$ cat config.mk
export PLATFORM = sky130hd
export DESIGN_NAME = mux_n21_stream
export DESIGN_NICKNAME = d
export VERILOG_FILES = /design/src/rtl/mux_n21_stream_pkg.sv /design/src/rtl/mux_n21_rr_pick.sv /design/src/rtl/mux_n21_stream.sv
export SDC_FILE = /design/constraint.sdc
export NUM_CORES = 1
export LEC_CHECK = 0
export BUFFER_PORTS_ARGS = -buffer_cell sky130_fd_sc_hd__buf_2
export CAP_MARGIN = 20
export CORE_MARGIN = 2
export CORE_UTILIZATION = 35
export DETAILED_ROUTE_END_ITERATION = 8
export GPL_TIMING_DRIVEN = 0
export PLACE_DENSITY = 0.69
export REMOVE_ABC_BUFFERS = 1
export SYNTH_ARGS = -nofsm -noshare
export SYNTH_HDL_FRONTEND = slang
export SYNTH_SLANG_ARGS = --single-unit
$ cat constraint.sdc
create_clock -name clk -period 2.8 [get_ports clk]
set_input_delay 0.14 -clock clk [delete_from_list [all_inputs] [get_ports clk]]
set_output_delay 0.14 -clock clk [all_outputs]
set_load 0.02 [all_outputs]
$ cat src/rtl/mux_n21_stream_pkg.sv
// mux_n21_stream_pkg: shared types and constants for the N-to-1 stream mux.
//   state_t        : packet FSM state (IDLE, LOCKED)
//   sel_w()        : select width for N channels, clog2(N) with a floor of 1
//   last_grant_rst : reset value of the round-robin pointer (N-1, so channel 0 wins first)
package mux_n21_stream_pkg;

    typedef enum logic {IDLE, LOCKED} state_t;

    function automatic int sel_w(input int n);
        return (n > 1) ? $clog2(n) : 1;
    endfunction

    function automatic int last_grant_rst(input int n);
        return n - 1;
    endfunction

endpackage

$ cat src/rtl/mux_n21_rr_pick.sv
// mux_n21_rr_pick: combinational rotating-priority picker.
//   req     in  N : request per channel
//   last    in  M : previously granted channel; search starts at (last+1) mod N
//   gnt_idx out M : index of the winning channel (0 when none)
//   gnt_any out 1 : at least one request present
module mux_n21_rr_pick import mux_n21_stream_pkg::*; #(
    parameter int N = 8,
    localparam int M = sel_w(N)
) (
    input  logic [N-1:0] req,
    input  logic [M-1:0] last,
    output logic [M-1:0] gnt_idx,
    output logic         gnt_any
);

    always_comb begin
        gnt_idx = '0;
        gnt_any = 1'b0;
        for (int i = 1; i <= N; i++) begin
            if (!gnt_any && req[(int'(last) + i) % N]) begin
                gnt_idx = M'((int'(last) + i) % N);
                gnt_any = 1'b1;
            end
        end
    end

endmodule

$ cat src/rtl/mux_n21_stream.sv
// mux_n21_stream: N-to-1 valid/ready stream mux with packet locking and a registered output.
//   in_valid/in_data/in_last/in_ready : N input channels, channel k on in_data[k*W +: W]
//   sel                               : channel select, used only while not locked
//   out_valid/out_data/out_last/out_ch/out_ready : single registered output stream
//   sel_err                           : one-cycle pulse per cycle of out-of-range select in IDLE
//   pkt_cnt                           : completed packets forwarded, wraps
// Build option: define MUX_N21_STREAM_RR_EN to replace sel with round-robin among valid channels.
module mux_n21_stream import mux_n21_stream_pkg::*; #(
    parameter int N  = 8,
    parameter int W  = 8,
    parameter int CW = 16,
    localparam int M = sel_w(N)
) (
    input  logic           clk,
    input  logic           rst_n,
    input  logic [N-1:0]   in_valid,
    input  logic [N*W-1:0] in_data,
    input  logic [N-1:0]   in_last,
    output logic [N-1:0]   in_ready,
    input  logic [M-1:0]   sel,
    output logic           out_valid,
    output logic [W-1:0]   out_data,
    output logic           out_last,
    output logic [M-1:0]   out_ch,
    input  logic           out_ready,
    output logic           sel_err,
    output logic [CW-1:0]  pkt_cnt
);

    state_t       state_q, state_d;
    logic [M-1:0] lock_q, lock_d, g;
    logic         gv, accept, take, illegal, g_valid, g_last;
    logic [W-1:0] g_data;

    // Single output register: room exists when it is empty or being drained this cycle.
    assign accept = !out_valid || out_ready;

`ifdef MUX_N21_STREAM_RR_EN
    logic [M-1:0] last_grant, rr_idx;
    logic         rr_any;

    mux_n21_rr_pick #(.N(N)) u_pick (
        .req     (in_valid),
        .last    (last_grant),
        .gnt_idx (rr_idx),
        .gnt_any (rr_any)
    );

    assign g       = (state_q == LOCKED) ? lock_q : rr_idx;
    assign gv      = (state_q == LOCKED) || rr_any;
    assign illegal = 1'b0;

    // Pointer moves only on the first beat of a packet so a locked packet cannot skew fairness.
    always_ff @(posedge clk or negedge rst_n) begin
        if (!rst_n)
            last_grant <= M'(last_grant_rst(N));
        else if (take && state_q == IDLE)
            last_grant <= g;
    end
`else
    assign g       = (state_q == LOCKED) ? lock_q : sel;
    assign illegal = (state_q == IDLE) && (int'(sel) >= N);
    assign gv      = !illegal;
`endif

    // Decode by comparison so an out-of-range grant matches no channel.
    always_comb begin
        g_data   = '0;
        g_last   = 1'b0;
        g_valid  = 1'b0;
        in_ready = '0;
        for (int k = 0; k < N; k++) begin
            if (g == M'(k)) begin
                g_data      = in_data[k*W +: W];
                g_last      = in_last[k];
                g_valid     = in_valid[k];
                in_ready[k] = gv && accept;
            end
        end
    end

    assign take = gv && accept && g_valid;

    always_comb begin
        state_d = take ? (g_last ? IDLE : LOCKED) : state_q;
        lock_d  = (take && !g_last) ? g : lock_q;
    end

    always_ff @(posedge clk or negedge rst_n) begin
        if (!rst_n) begin
            state_q <= IDLE;
            lock_q  <= '0;
        end else begin
            state_q <= state_d;
            lock_q  <= lock_d;
        end
    end

    always_ff @(posedge clk or negedge rst_n) begin
        if (!rst_n) begin
            out_valid <= 1'b0;
            out_data  <= '0;
            out_last  <= 1'b0;
            out_ch    <= '0;
            sel_err   <= 1'b0;
            pkt_cnt   <= '0;
        end else begin
            if (take) begin
                out_valid <= 1'b1;
                out_data  <= g_data;
                out_last  <= g_last;
                out_ch    <= g;
            end else if (out_ready) begin
                out_valid <= 1'b0;
            end
            if (out_valid && out_ready && out_last)
                pkt_cnt <= pkt_cnt + CW'(1);
            sel_err <= illegal;
        end
    end

endmodule

======== After elaboration in Yosys (flattened, before gate mapping) ========
Cells that the tools add are included.
word-level totals
  word-level logic and storage cells ...... 60
  register bits after elaboration ......... 33
operators by class
  reductions and logical operators ........ 9
  add/sub/neg operators ................... 1
  equal/unequal tests ..................... 7
  mux-type cells .......................... 36
operators with widths
  kind                   count
  $mux 8                 8
  $mux 1                 27
  $add 16x1->16 const B  1
  $eq 3x3->1 const B     4
  $eq 3x2->1 const B     2
  $logic_and 1x1->1      4
  $eq 3x1->1 const B     1
  $logic_not 3->1        1
  $mux 3                 1
  $logic_not 1->1        2
  $reduce_bool 2->1      1
  $logic_or 1x1->1       1

======== Depth between registers and ports, before layout ========
Gate-level depths: netlist of the first run.
  word-level depth ........................ 12
  depth in mapped cells ................... 9

======== Worst setup path after synthesis of the first run ========
Ideal clock, no wire load.
  kind .................................... flip-flop to flip-flop
  start point ............................. register state_q
  end point ............................... register out_ch[0]
  path slack .............................. 0.741 ns
  required time ........................... 2.675 ns
  setup time .............................. 0.125 ns
  buffers on the path ..................... 3
  arrival time ............................ 1.934 ns
  clock period less this slack ............ 2.059 ns
  cell stages (with the launch flop) ...... 9
  path through ............................ dfrtp_1 buf_6 mux2i_2 buf_4 o22ai_2 o211a_4 nor2_4 buf_6 mux2_4
on the way
  word-level cells in the longest chain between the ends .. 11
  elaborated cells between the ends (all ways) .. 18
  classes of those cells .................. 7 x eq/ne; 9 x mux; 2 x reduce/logical
ends and longest elaborated chain
  element                 line                   source
  start, declared         mux_n21_stream.sv:30   state_t state_q, state_d;
  start signal, assigned  mux_n21_stream.sv:94   state_q <= state_d;
  $mux 3 *                mux_n21_stream.sv:61   assign g = (state_q == LOCKED) ? lock_q : sel;
  $logic_not 3->1         mux_n21_stream.sv:73   if (g == M'(k)) begin
  $mux 1 (8 in a row)     mux_n21_stream.sv:73
  $logic_and 1x1->1       mux_n21_stream.sv:82   assign take = gv && accept && g_valid;
  end signal, assigned    mux_n21_stream.sv:112  out_ch <= g;
  end, declared           mux_n21_stream.sv:24   output logic [M-1:0] out_ch,
Mark *: on every way between the ends. The rest lies on a longest branch, timed or not.
A chain may end at the register's enable or synchronous reset.

======== Worst setup path after layout of the first run ========
  start point ............................. register state_q
  end point ............................... register out_data[7]
on the way
  word-level cells in the longest chain between the ends .. 11
  elaborated cells between the ends (all ways) .. 26
  classes of those cells .................. 7 x eq/ne; 17 x mux; 2 x reduce/logical
ends and longest elaborated chain
  element               line                   source
  $mux 3 *              mux_n21_stream.sv:61
  $logic_not 3->1       mux_n21_stream.sv:73
  $mux 1 (8 in a row)   mux_n21_stream.sv:73
  $logic_and 1x1->1     mux_n21_stream.sv:82
  end signal, assigned  mux_n21_stream.sv:110  out_data <= g_data;
  end, declared         mux_n21_stream.sv:22   output logic [W-1:0] out_data,
Marked as above.

==> out/summary.txt, run 1 <==
=========================================================================
Post-synth EDFFs ...........................................            0
Post-synthesis instance area ............................... 0.002276 mm^2
Die ar. .................................................... 0.007164 mm^2
Arrival time at the worst endpoint .........................      2.80 ns
Launch point of the worst hold path ........................  in_data[63]
Worst slew pin tran ........................................    0.9417 ns
Starting Density ...........................................       0.3605
Global Route Usage Sum .....................................       0.1866
Leakage power ..............................................     1.538 nW
Worst setup skew after layout ..............................  0.005245 ns
Yosys warnings .............................................            0
DRC Markers ................................................            0
Antenna diode count ........................................            0
Placed wire-length estimate after detailed placement .......      4975 um
Worst R2R Setup Slack ......................................      0.16 ns
Drt via density ............................................        5.135
Hold Slack .................................................    0.2036 ns
Library cell used as clock root buffer .....................     clkbuf_8
Setup repair after global routing missed its margin ........           no
Clock tree from TritonCTS ..................................          yes
Most area-consuming cells after synthesis .................. dfrtp_1 (36%), nand2_1 (9.2%), mux2_4 (5.9%), nand3_1 (5.5%), xnor2_1 (3.8%)
Number of ports placed on the die boundary .................          124
Count of endpoints failing hold in the final timing report .            0
Maximum resistive drop on vdd ..............................  0.0005212 V
Setup Buffers After CTS ....................................            0
Post-route clock period utilization ........................       0.9442
FP Rows ....................................................           29
Routed wirelength normalized by instance count .............     14.71 um
Highest Clock Rate .........................................    378.3 MHz
Number of library cell types mapped by synthesis ...........           45
Most instantiated cells after synthesis .................... nand2_1 (56), dfrtp_1 (33), nand3_1 (25), a21oi_1 (12)
Crit path buf inv count ....................................            0
Maxcap violations ..........................................            0
Async SR Flop Fraction .....................................        1.000
Cell with the most instances after synthesis ...............      nand2_1
Hold/Removal Path Class ....................................    in -> reg
DR iter-0 viols ............................................           74
Synth Register Bits ........................................           33
Wire length of the first global-routing pass ...............     10720 um
Via count of the first global-routing pass .................         2280
Total number of vias .......................................         2321
CP Launch Point ............................................      state_q
Syn Inst Count .............................................          258
Net count, final ...........................................          461
CP startpoint kind .........................................         flop
Clock slew at reported path FFs ............................      0.06 ns
Number of port buffers .....................................          122
Status .....................................................    completed
Total negative slack for setup checks ......................         0 ns
Max-slew violation count ...................................            0
Number of buffers on the longest clock path ................            2
Origin of the critical flop-to-flop path ...................      state_q
Final Routed Wirelength ....................................      6650 um
Endpoint class of the critical path ........................         flop
CP top delay family ........................................ multiplexers
Seq/Total Area, Yosys ......................................       0.3628
Post-layout min period .....................................     2.644 ns
Slowest stage cell on the critical path ....................      dfrtp_2
Final setup violating endpoints ............................            0
Synthesis-to-layout area growth ............................       35.68%
Initial antenna violation count ............................            0
Slew HR ....................................................       0.3709
1st-pass router iterations .................................            4
Synth top area share .......................................       0.3628
Clock buffer count from CTS ................................            5
Total number of H-tree levels ..............................            2
Max stage delay on crit path ...............................      0.60 ns
Share of layout cells above drive strength 1 ...............       0.4133
CP Max Fanout ..............................................           12
Die Ht .....................................................     84.64 um
Sinks on Clock Net .........................................           33
Largest net degree at the start of global routing ..........           38
Clock insertion delay at the later pin of the skew report ..      0.27 ns
Cell-by-cell listing of the critical path .................. mux2i_4, mux2_2, o22ai_2, o211a_4, nor2_4, mux2_1
Predominant post-synthesis flop cell .......................      dfrtp_1
Data required time at the worst endpoint ...................      2.96 ns
Top cell type by total area after synthesis ................      dfrtp_1
Overflow after GRT .........................................            0
Core ar. ................................................... 0.006314 mm^2
Type of the setup path with the least slack ................   reg -> reg
P per Cell Area ............................................ 1046 mW/mm^2
Die Span X .................................................     84.64 um
Remaining antenna violation count ..........................            0
Placer Congestion ..........................................       0.8561
Post-Syn Area per Cell .....................................   8.821 um^2
=========================================================================
power by group:
part	internal (W)	switching, W
combinational	0.000850	0.00111
clock	0.000290	0.000158
sequential	0.000648	0.000179
what timing repair did:
item / CTS / global route
hold buffers: 1 / 0
endpoints found under the setup margin: 16 / 11
gates resized for setup: 2 / 3
gates cloned: 1 / 0
hold endpoints to repair: 33 / 0
pin swaps: 0 / 0
final timing paths:
check / to / depth (start not counted)
max: out_data[7] / 6
min: out_data[7] / 4
max reg2reg: out_data[7] / 6
min reg2reg: pkt_cnt[15] / 1
max in group asynchronous: state_q / 2
min in group asynchronous: pkt_cnt[14] / 2
worst reg2reg max path: cells and delay by family, from the launching register on:
family             cells  cell delay [ns]
AOI/OAI and AO/OA      2             0.40
DFF                    1             0.60
muxes                  3             1.15
and+or+nand+nor        1             0.39
area by class of cell:
| type | count | area (um^2) |
|---|---|---|
| fillers | 624 | 3226 |
| multi-input cells | 209 | 1405 |
| flip-flops and latches | 33 | 827.0 |
| repair buffers | 125 | 643.1 |
| well taps | 77 | 96.34 |
| clock buffers | 7 | 86.33 |
| clock inverters | 1 | 30.03 |
through the flow:
step | total power, W | util | std cells | worst slack (ns) | instance area (um^2)
CTS | 0.003237 | 0.4857 | 452 | 0.03057 | 3067
global placement | 0.002674 | 0.4578 | 440 | -0.7161 | 2890
finish | 0.003230 | 0.4891 | 452 | 0.1563 | 3088
detailed placement | 0.002737 | 0.4620 | 442 | -0.4368 | 2917
floorplan | 0.002153 | - | 241 | -0.003440 | 2183
global route | 0.003483 | 0.4891 | 452 | 0.002894 | 3088
cell usage in the layout, fill, tap and decap left out, drive strengths merged, types with 10 or more instances in the layout:
master,n
buf,124
nand2,56
nor3,11
o21ai,11
dfrtp,33
nand3,25
mux2,16
nor2,10
a21oi,13
xnor2,10
state kept, by name, summed over array words and instances (netlist names):
signal / count
lock_q: 3
out_ch: 3
out_data: 8
out_last: 1
out_valid: 1
pkt_cnt: 16
state_q: 1
kinds of logic (layout without fill, tap and decap cells):
logic type | Yosys count | after routing | synth area share
compound gates | 51 | 51 | 0.1688
xor+xnor | 15 | 15 | 0.05772
fa+ha+maj | 1 | 1 | 0.005497
buf+inv | 17 | 133 | 0.04068
flops | 33 | 33 | 0.3628
mux | 24 | 25 | 0.1325
other cells | 1 | 1 | 0.001648
simple gates | 116 | 116 | 0.2303
routing by layer:
layer,track usage,share of wire,up-vias
li1,-,-,1154
met1,0.2505,0.45,1077
met2,0.3121,0.47,88
met3,0.04130,0.068,2
met4,0.03608,0.0044,0
met5,0,0,-
Note: power is estimated with default switching activity, not from simulation.
==> run 2: changes to the inputs <==
--- a/config.mk
+++ b/config.mk
@@ -7,7 +7,6 @@
 export LEC_CHECK = 0
 export BUFFER_PORTS_ARGS = -buffer_cell sky130_fd_sc_hd__buf_2
 export CAP_MARGIN = 20
-export CORE_MARGIN = 2
 export CORE_UTILIZATION = 35
 export DETAILED_ROUTE_END_ITERATION = 8
 export GPL_TIMING_DRIVEN = 0
==> run 2 against run 1 <==
Net effect:
- utilization down 0.55 points
- critical path type unchanged
- highest routed layer unchanged
- routed wire length rose by 0.48%
- fmax decreased by 1.9%
- count of clock-buffer cells in the layout is 2 lower
- hold slack worse by 0.0078 ns
==> out/summary.txt, run 2 (synthesized netlist as in run 1, its figures left out) <==
=========================================================================
Status .....................................................    completed   unchanged
Setup repair after global routing missed its margin ........           no   unchanged
Total of fill cells in the finished design .................          628   was 624
Drt via density ............................................        5.135   unchanged
Global Route Usage Sum .....................................       0.1871   was 0.1866
Post-layout util ...........................................       0.4836   was 0.4891
Count of endpoints failing hold in the final timing report .            0   unchanged
Register name with the most flops ..........................      pkt_cnt   unchanged
Max-slew violation count ...................................            0   unchanged
Routed wirelength normalized by instance count .............     14.78 um   was 14.71 um
P per Cell Area ............................................ 1028 mW/mm^2   was 1046 mW/mm^2
Hold path cells ............................................            4   unchanged
Leading cell type in the layout, fill and taps excluded ....        buf_2   unchanged
Net count, final ...........................................          461   unchanged
CP Max Fanout ..............................................           37   was 12
Share of layout cells above drive strength 1 ...............       0.4160   was 0.4133
Max stage delay on crit path ...............................      0.60 ns   about the same
CP startpoint kind .........................................         flop   unchanged
Slew HR ....................................................       0.3227   was 0.3709
Clock insertion delay at the later pin of the skew report ..      0.28 ns   was 0.27 ns
Placer Congestion ..........................................       0.8380   was 0.8561
Clock slew at reported path FFs ............................      0.07 ns   was 0.06 ns
Type of the setup path with the least slack ................   reg -> reg   unchanged
Highest Clock Rate .........................................    371.2 MHz   was 378.3 MHz
FP Rows ....................................................           29   unchanged
Sinks on Clock Net .........................................           33   unchanged
Endpoint class of the critical path ........................         flop   unchanged
Post-layout min period .....................................     2.694 ns   was 2.644 ns
Final Routed Wirelength ....................................      6682 um   was 6650 um
Maxcap violations ..........................................            0   unchanged
1st-pass router iterations .................................            4   unchanged
Final setup violating endpoints ............................            0   unchanged
Arrival time at the worst endpoint .........................      2.86 ns   was 2.80 ns
Post-route clock period utilization ........................       0.9621   was 0.9442
Die Span X .................................................     82.64 um   was 84.64 um
Hold Slack .................................................    0.1957 ns   was 0.2036 ns
Placed wire-length estimate after detailed placement .......      4890 um   was 4975 um
Wire length of the first global-routing pass ...............      9439 um   was 10720 um
Total number of H-tree levels ..............................            2   unchanged
Number of buffers on the longest clock path ................            2   unchanged
Worst setup skew after layout ..............................  0.005231 ns   was 0.005245 ns
Number of port buffers .....................................          122   unchanged
Number of gates on the worst path with buffers counted .....            6   unchanged
CP top delay family ........................................ multiplexers   unchanged
Most frequent cells in the layout .......................... buf_2 (122), nand2_1 (56), dfrtp_1 (32), nand3_1 (25), a21oi_1 (12)   unchanged
Overflow after GRT .........................................            0   unchanged
Number of flip-flops in the largest register ...............           16   unchanged
Largest net degree at the start of global routing ..........           38   unchanged
Data required time at the worst endpoint ...................      2.96 ns   about the same
Core ar. ................................................... 0.006314 mm^2   unchanged
Antenna diode count ........................................            0   unchanged
Cell-by-cell listing of the critical path .................. mux2_4, nand2_1, o21ai_0, o211a_4, nor2_4, mux2_1   was mux2i_4, mux2_2, o22ai_2, o211a_4, nor2_4, mux2_1
Slowest stage cell on the critical path ....................      dfrtp_2   unchanged
Remaining antenna violation count ..........................            0   unchanged
Initial antenna violation count ............................            0   unchanged
Library cell used as clock root buffer .....................     clkbuf_8   unchanged
Clock buffer count from CTS ................................            5   unchanged
Maximum resistive drop on vdd ..............................  0.0006701 V   was 0.0005212 V
Worst R2R Setup Slack ......................................      0.11 ns   was 0.16 ns
Die ar. .................................................... 0.006829 mm^2   was 0.007164 mm^2
Synthesis-to-layout area growth ............................       34.14%   was 35.68%
Via count of the first global-routing pass .................         1972   was 2280
Leading registers by flop count ............................ pkt_cnt x16, out_data x8   unchanged
Clock tree from TritonCTS ..................................          yes   unchanged
Crit path buf inv count ....................................            0   unchanged
Worst slew pin tran ........................................     1.014 ns   was 0.9417 ns
Worst r2r path cells .......................................            6   unchanged
Leakage power ..............................................     1.523 nW   was 1.538 nW
Starting Density ...........................................       0.3605   unchanged
Die Ht .....................................................     82.64 um   was 84.64 um
Total number of vias .......................................         2321   unchanged
Hold/Removal Path Class ....................................    in -> reg   unchanged
DRC Markers ................................................            0   unchanged
Finished Layout Cells ......................................          452   unchanged
Number of ports placed on the die boundary .................          124   unchanged
Inst Count DP ..............................................          442   unchanged
DR iter-0 viols ............................................           92   was 74
=========================================================================
-- run 2: stage by stage --
stage                     total power (W)  setup TNS [ns]  setup WS, ns  instance area [um^2]
after global routing             0.003400               0      0.002099                  3053
after CTS                        0.003117               0      0.003479                  3027
after floorplan                  0.002153       -0.006724     -0.003440                  2183
after global placement           0.002672          -11.62       -0.8186                  2890
final                            0.003139               0        0.1061                  3053
after detailed placement         0.002752          -5.086       -0.4168                  2920
-- run 2: worst paths after layout --
kind,startpoint,end
max,state_q,out_data[7]
min,in_data[63],out_data[7]
max reg2reg,state_q,out_data[7]
min reg2reg,pkt_cnt[15],pkt_cnt[15]
max in group asynchronous,rst_n,state_q
min in group asynchronous,rst_n,pkt_cnt[14]
-- run 2: power breakdown --
| group | leakage [nW] | total, W | switching, W | internal, W |
|---|---|---|---|---|
| clock | 0.0439 | 0.000341 | 0.000170 | 0.000171 |
| sequential | 0.410 | 0.000824 | 0.000176 | 0.000647 |
| combinational | 1.07 | 0.00197 | 0.00112 | 0.000849 |
| total | 1.52 | 0.00314 | 0.00147 | 0.00167 |
-- run 2: layout make-up --
cell class	count	area [um^2]	share of cell area
Tap cell	77	96.34	0.03156
Clock inverter	3	17.52	0.005738
Multi-Input combinational cell	209	1396	0.4574
Clock buffer	5	68.82	0.02254
Sequential cell	33	827.0	0.2709
Timing Repair Buffer	125	646.9	0.2119
-- run 2: per-layer routing --
metal | vias to the layer above | share of wire | GRT usage
met3 | 4 | 0.049 | 0.02967
met2 | 76 | 0.49 | 0.3295
met1 | 1090 | 0.46 | 0.2360
li1 | 1151 | - | -
met5 | - | 0 | 0
met4 | 0 | 0.0072 | 0.04828
-- run 2: worst min-delay path: cells and delay by family --
family | cells | cell delay (ns)
and+or+nand+nor | 1 | 0.04
AOI/OAI and AO/OA | 1 | 0.06
buffers and inverters | 1 | 0.08
muxes | 1 | 0.12
-- run 2: repair_timing --
item	in CTS	in global routing
gates resized for setup	2	2
hold endpoints to repair	33	0
hold buffers	1	0
gates cloned	0	1
setup endpoints to repair	16	11
buffers inserted	0	0
==> run 3: changes to the inputs <==
--- a/config.mk
+++ b/config.mk
@@ -11,7 +11,6 @@
 export DETAILED_ROUTE_END_ITERATION = 8
 export GPL_TIMING_DRIVEN = 0
 export PLACE_DENSITY = 0.69
-export REMOVE_ABC_BUFFERS = 1
 export SYNTH_ARGS = -nofsm -noshare
 export SYNTH_HDL_FRONTEND = slang
 export SYNTH_SLANG_ARGS = --single-unit
==> run 3 against run 2 <==
Net effect:
- highest routed layer unchanged
- die area is the same
- combinational power grew 3%
- critical path type is now reg -> out
- first-iteration DRC count up 21%
==> out/summary.txt, run 3 (synthesized netlist as in run 1, its figures left out) <==
=========================================================================
Clock slew at reported path FFs ............................      0.07 ns   about the same
Placed wire-length estimate after detailed placement .......      5440 um   was 4890 um
Combinational power share ..................................        0.632   was 0.629
Data required time at the worst endpoint ...................      2.66 ns   was 2.96 ns
Final setup violating endpoints ............................            0   unchanged
Drt via density ............................................        5.167   was 5.135
Leading cell type in the layout, fill and taps excluded ....        buf_2   unchanged
Global Route Usage Sum .....................................       0.2059   was 0.1871
Maxcap violations ..........................................            0   unchanged
Launch point of the worst hold path ........................    out_ready   was in_data[63]
Via count of the first global-routing pass .................         2205   was 1972
Post-route clock period utilization ........................       0.8894   was 0.9621
Total number of vias .......................................         2408   was 2321
P per Cell Area ............................................ 1033 mW/mm^2   was 1028 mW/mm^2
Switch share ...............................................       0.4570   was 0.4688
Max-slew violation count ...................................            0   unchanged
Dpl ws .....................................................    0.4616 ns   was -0.4168 ns
Setup Buffers After CTS ....................................            0   unchanged
Slew HR ....................................................       0.5144   was 0.3227
Post-CTS sizing ............................................            0   was 2
Cell-by-cell listing of the critical path .................. buf_6, mux2i_1, clkbuf_1, clkbuf_1, nand2_1, nor3_1, buf_2   was mux2_4, nand2_1, o21ai_0, o211a_4, nor2_4, mux2_1
Setup repair after global routing missed its margin ........           no   unchanged
Largest net degree at the start of global routing ..........           34   was 38
Worst slew pin tran ........................................    0.7284 ns   was 1.014 ns
Synthesis-to-layout area growth ............................       35.95%   was 34.14%
Clock tree from TritonCTS ..................................          yes   unchanged
Maximum resistive drop on vdd ..............................  0.0005037 V   was 0.0006701 V
Total negative slack for setup checks ......................         0 ns   unchanged
FP Rows ....................................................           29   unchanged
Core ar. ................................................... 0.006314 mm^2   unchanged
Type of the setup path with the least slack ................   reg -> out   was reg -> reg
1st-pass router iterations .................................            4   unchanged
Worst r2r path cells .......................................            8   was 6
Max stage delay on crit path ...............................      0.42 ns   was 0.60 ns
Net count, final ...........................................          475   was 461
Hold Slack .................................................    0.1979 ns   was 0.1957 ns
Worst hold path endpoint ...................................    out_valid   was out_data[7]
Status .....................................................    completed   unchanged
Total number of H-tree levels ..............................            2   unchanged
Hold_buf cts ...............................................            1   unchanged
Share of total power in sequential cells ...................        0.246   was 0.262
Inst Count DP ..............................................          457   was 442
Leading registers by flop count ............................ pkt_cnt x16, out_data x8   unchanged
Die Ht .....................................................     82.64 um   unchanged
Overflow after GRT .........................................            0   unchanged
Antenna diode count ........................................            0   unchanged
Post-layout util ...........................................       0.4901   was 0.4836
Library cell used as clock root buffer .....................     clkbuf_8   unchanged
Clock insertion delay at the later pin of the skew report ..      0.28 ns   about the same
Sinks on Clock Net .........................................           33   unchanged
R2r endpoint ...............................................  out_data[3]   was out_data[7]
Number of ports placed on the die boundary .................          124   unchanged
Hold path cells ............................................            3   was 4
Register name with the most flops ..........................      pkt_cnt   unchanged
Net switching power ........................................   0.001461 W   was 0.001471 W
Most frequent cells in the layout .......................... buf_2 (127), nand2_1 (56), dfrtp_1 (33), nand3_1 (25), a21oi_1 (12)   was buf_2 (122), nand2_1 (56), dfrtp_1 (32), nand3_1 (25), a21oi_1 (12)
Routed wirelength normalized by instance count .............     14.86 um   was 14.78 um
Post-layout min period .....................................     2.490 ns   was 2.694 ns
DRC Markers ................................................            0   unchanged
Slowest stage cell on the critical path ....................     clkbuf_1   was dfrtp_2
Syn_nets ...................................................          345
Finished Layout Cells ......................................          466   was 452
Initial antenna violation count ............................            0   unchanged
Highest Clock Rate .........................................    401.6 MHz   was 371.2 MHz
Clock network fraction of total power ......................        0.123   was 0.109
Most used cell along the critical path .....................     clkbuf_1
CP startpoint kind .........................................         flop   unchanged
Leakage power ..............................................     1.564 nW   was 1.523 nW
Number of port buffers .....................................          122   unchanged
Number of flip-flops in the largest register ...............           16   unchanged
Starting Density ...........................................       0.3605   unchanged
Hold/Removal Path Class ....................................    in -> reg   unchanged
Clock buffer count from CTS ................................            5   unchanged
Final Routed Wirelength ....................................      6923 um   was 6682 um
Placer Congestion ..........................................       0.8870   was 0.8380
Origin of the critical flop-to-flop path ...................      state_q   unchanged
Share of layout cells above drive strength 1 ...............       0.4113   was 0.4160
CP Max Fanout ..............................................           10   was 37
Die Span X .................................................     82.64 um   unchanged
Endpoint class of the critical path ........................   output pin   was flop
Worst R2R Setup Slack ......................................      0.44 ns   was 0.11 ns
Worst setup skew after layout ..............................  0.001880 ns   was 0.005231 ns
Count of endpoints failing hold in the final timing report .            0   unchanged
Number of buffers on the longest clock path ................            2   unchanged
Remaining antenna violation count ..........................            0   unchanged
Arrival time at the worst endpoint .........................      2.35 ns   was 2.86 ns
Wire length of the first global-routing pass ...............     10530 um   was 9439 um
Cell Int Power .............................................   0.001735 W   was 0.001667 W
DR iter-0 viols ............................................          111   was 92
Worst-case setup margin in the final layout ................    0.3098 ns   was 0.1061 ns
Total of fill cells in the finished design .................          649   was 628
Die ar. .................................................... 0.006829 mm^2   unchanged
=========================================================================
[run 3: how the worst max path moves through the flow]
stage                        from           to  slack [ns]
after floorplan           state_q    out_ch[0]        0.74
after global placement    state_q  out_data[6]        0.48
after detailed placement  state_q  out_data[5]        0.46
after CTS                 state_q  in_ready[4]        0.30
after global routing      state_q  in_ready[4]        0.10
final                     state_q  in_ready[4]        0.31
[run 3: through the flow]
step                      power, W  cell area [um^2]
after floorplan           0.002252              2276
after global placement    0.002785              2983
after detailed placement  0.002816              2983
after CTS                 0.003213              3094
after global routing      0.003455              3094
final                     0.003196              3094
[run 3: power groups by stage]
stage          Clock, W  Combinational, W  Sequential [W]
6_report       0.000392           0.00202        0.000786
5_1_grt        0.000422           0.00222        0.000811
4_1_cts        0.000401           0.00203        0.000787
3_5_place_dp          0           0.00203        0.000790
3_3_place_gp          0           0.00199        0.000791
2_1_floorplan         0           0.00133        0.000927
[run 3: worst max-delay path: cells and delay by family (launching register included)]
family / cells / cell delay [ns]
DFF: 1 / 0.37
buffers and inverters: 4 / 1.14
and+or+nand+nor: 2 / 0.29
muxes: 1 / 0.28
[run 3: cell type report]
cell class,count,area (um^2),area share
multi-input combinational,208,1358,0.4387
timing repair buffer,123,620.6,0.2006
clock inverter,1,5.005,0.001617
sequential,33,825.8,0.2669
buffer,17,92.59,0.02992
tap,77,96.34,0.03114
clock buffer,7,96.34,0.03114
[run 3: metal layers]
metal	routed length, um	global-route usage
met2	3475	0.3549
met1	2873	0.2596
met3	454	0.03516
met4	121	0.06552
met5	0	0
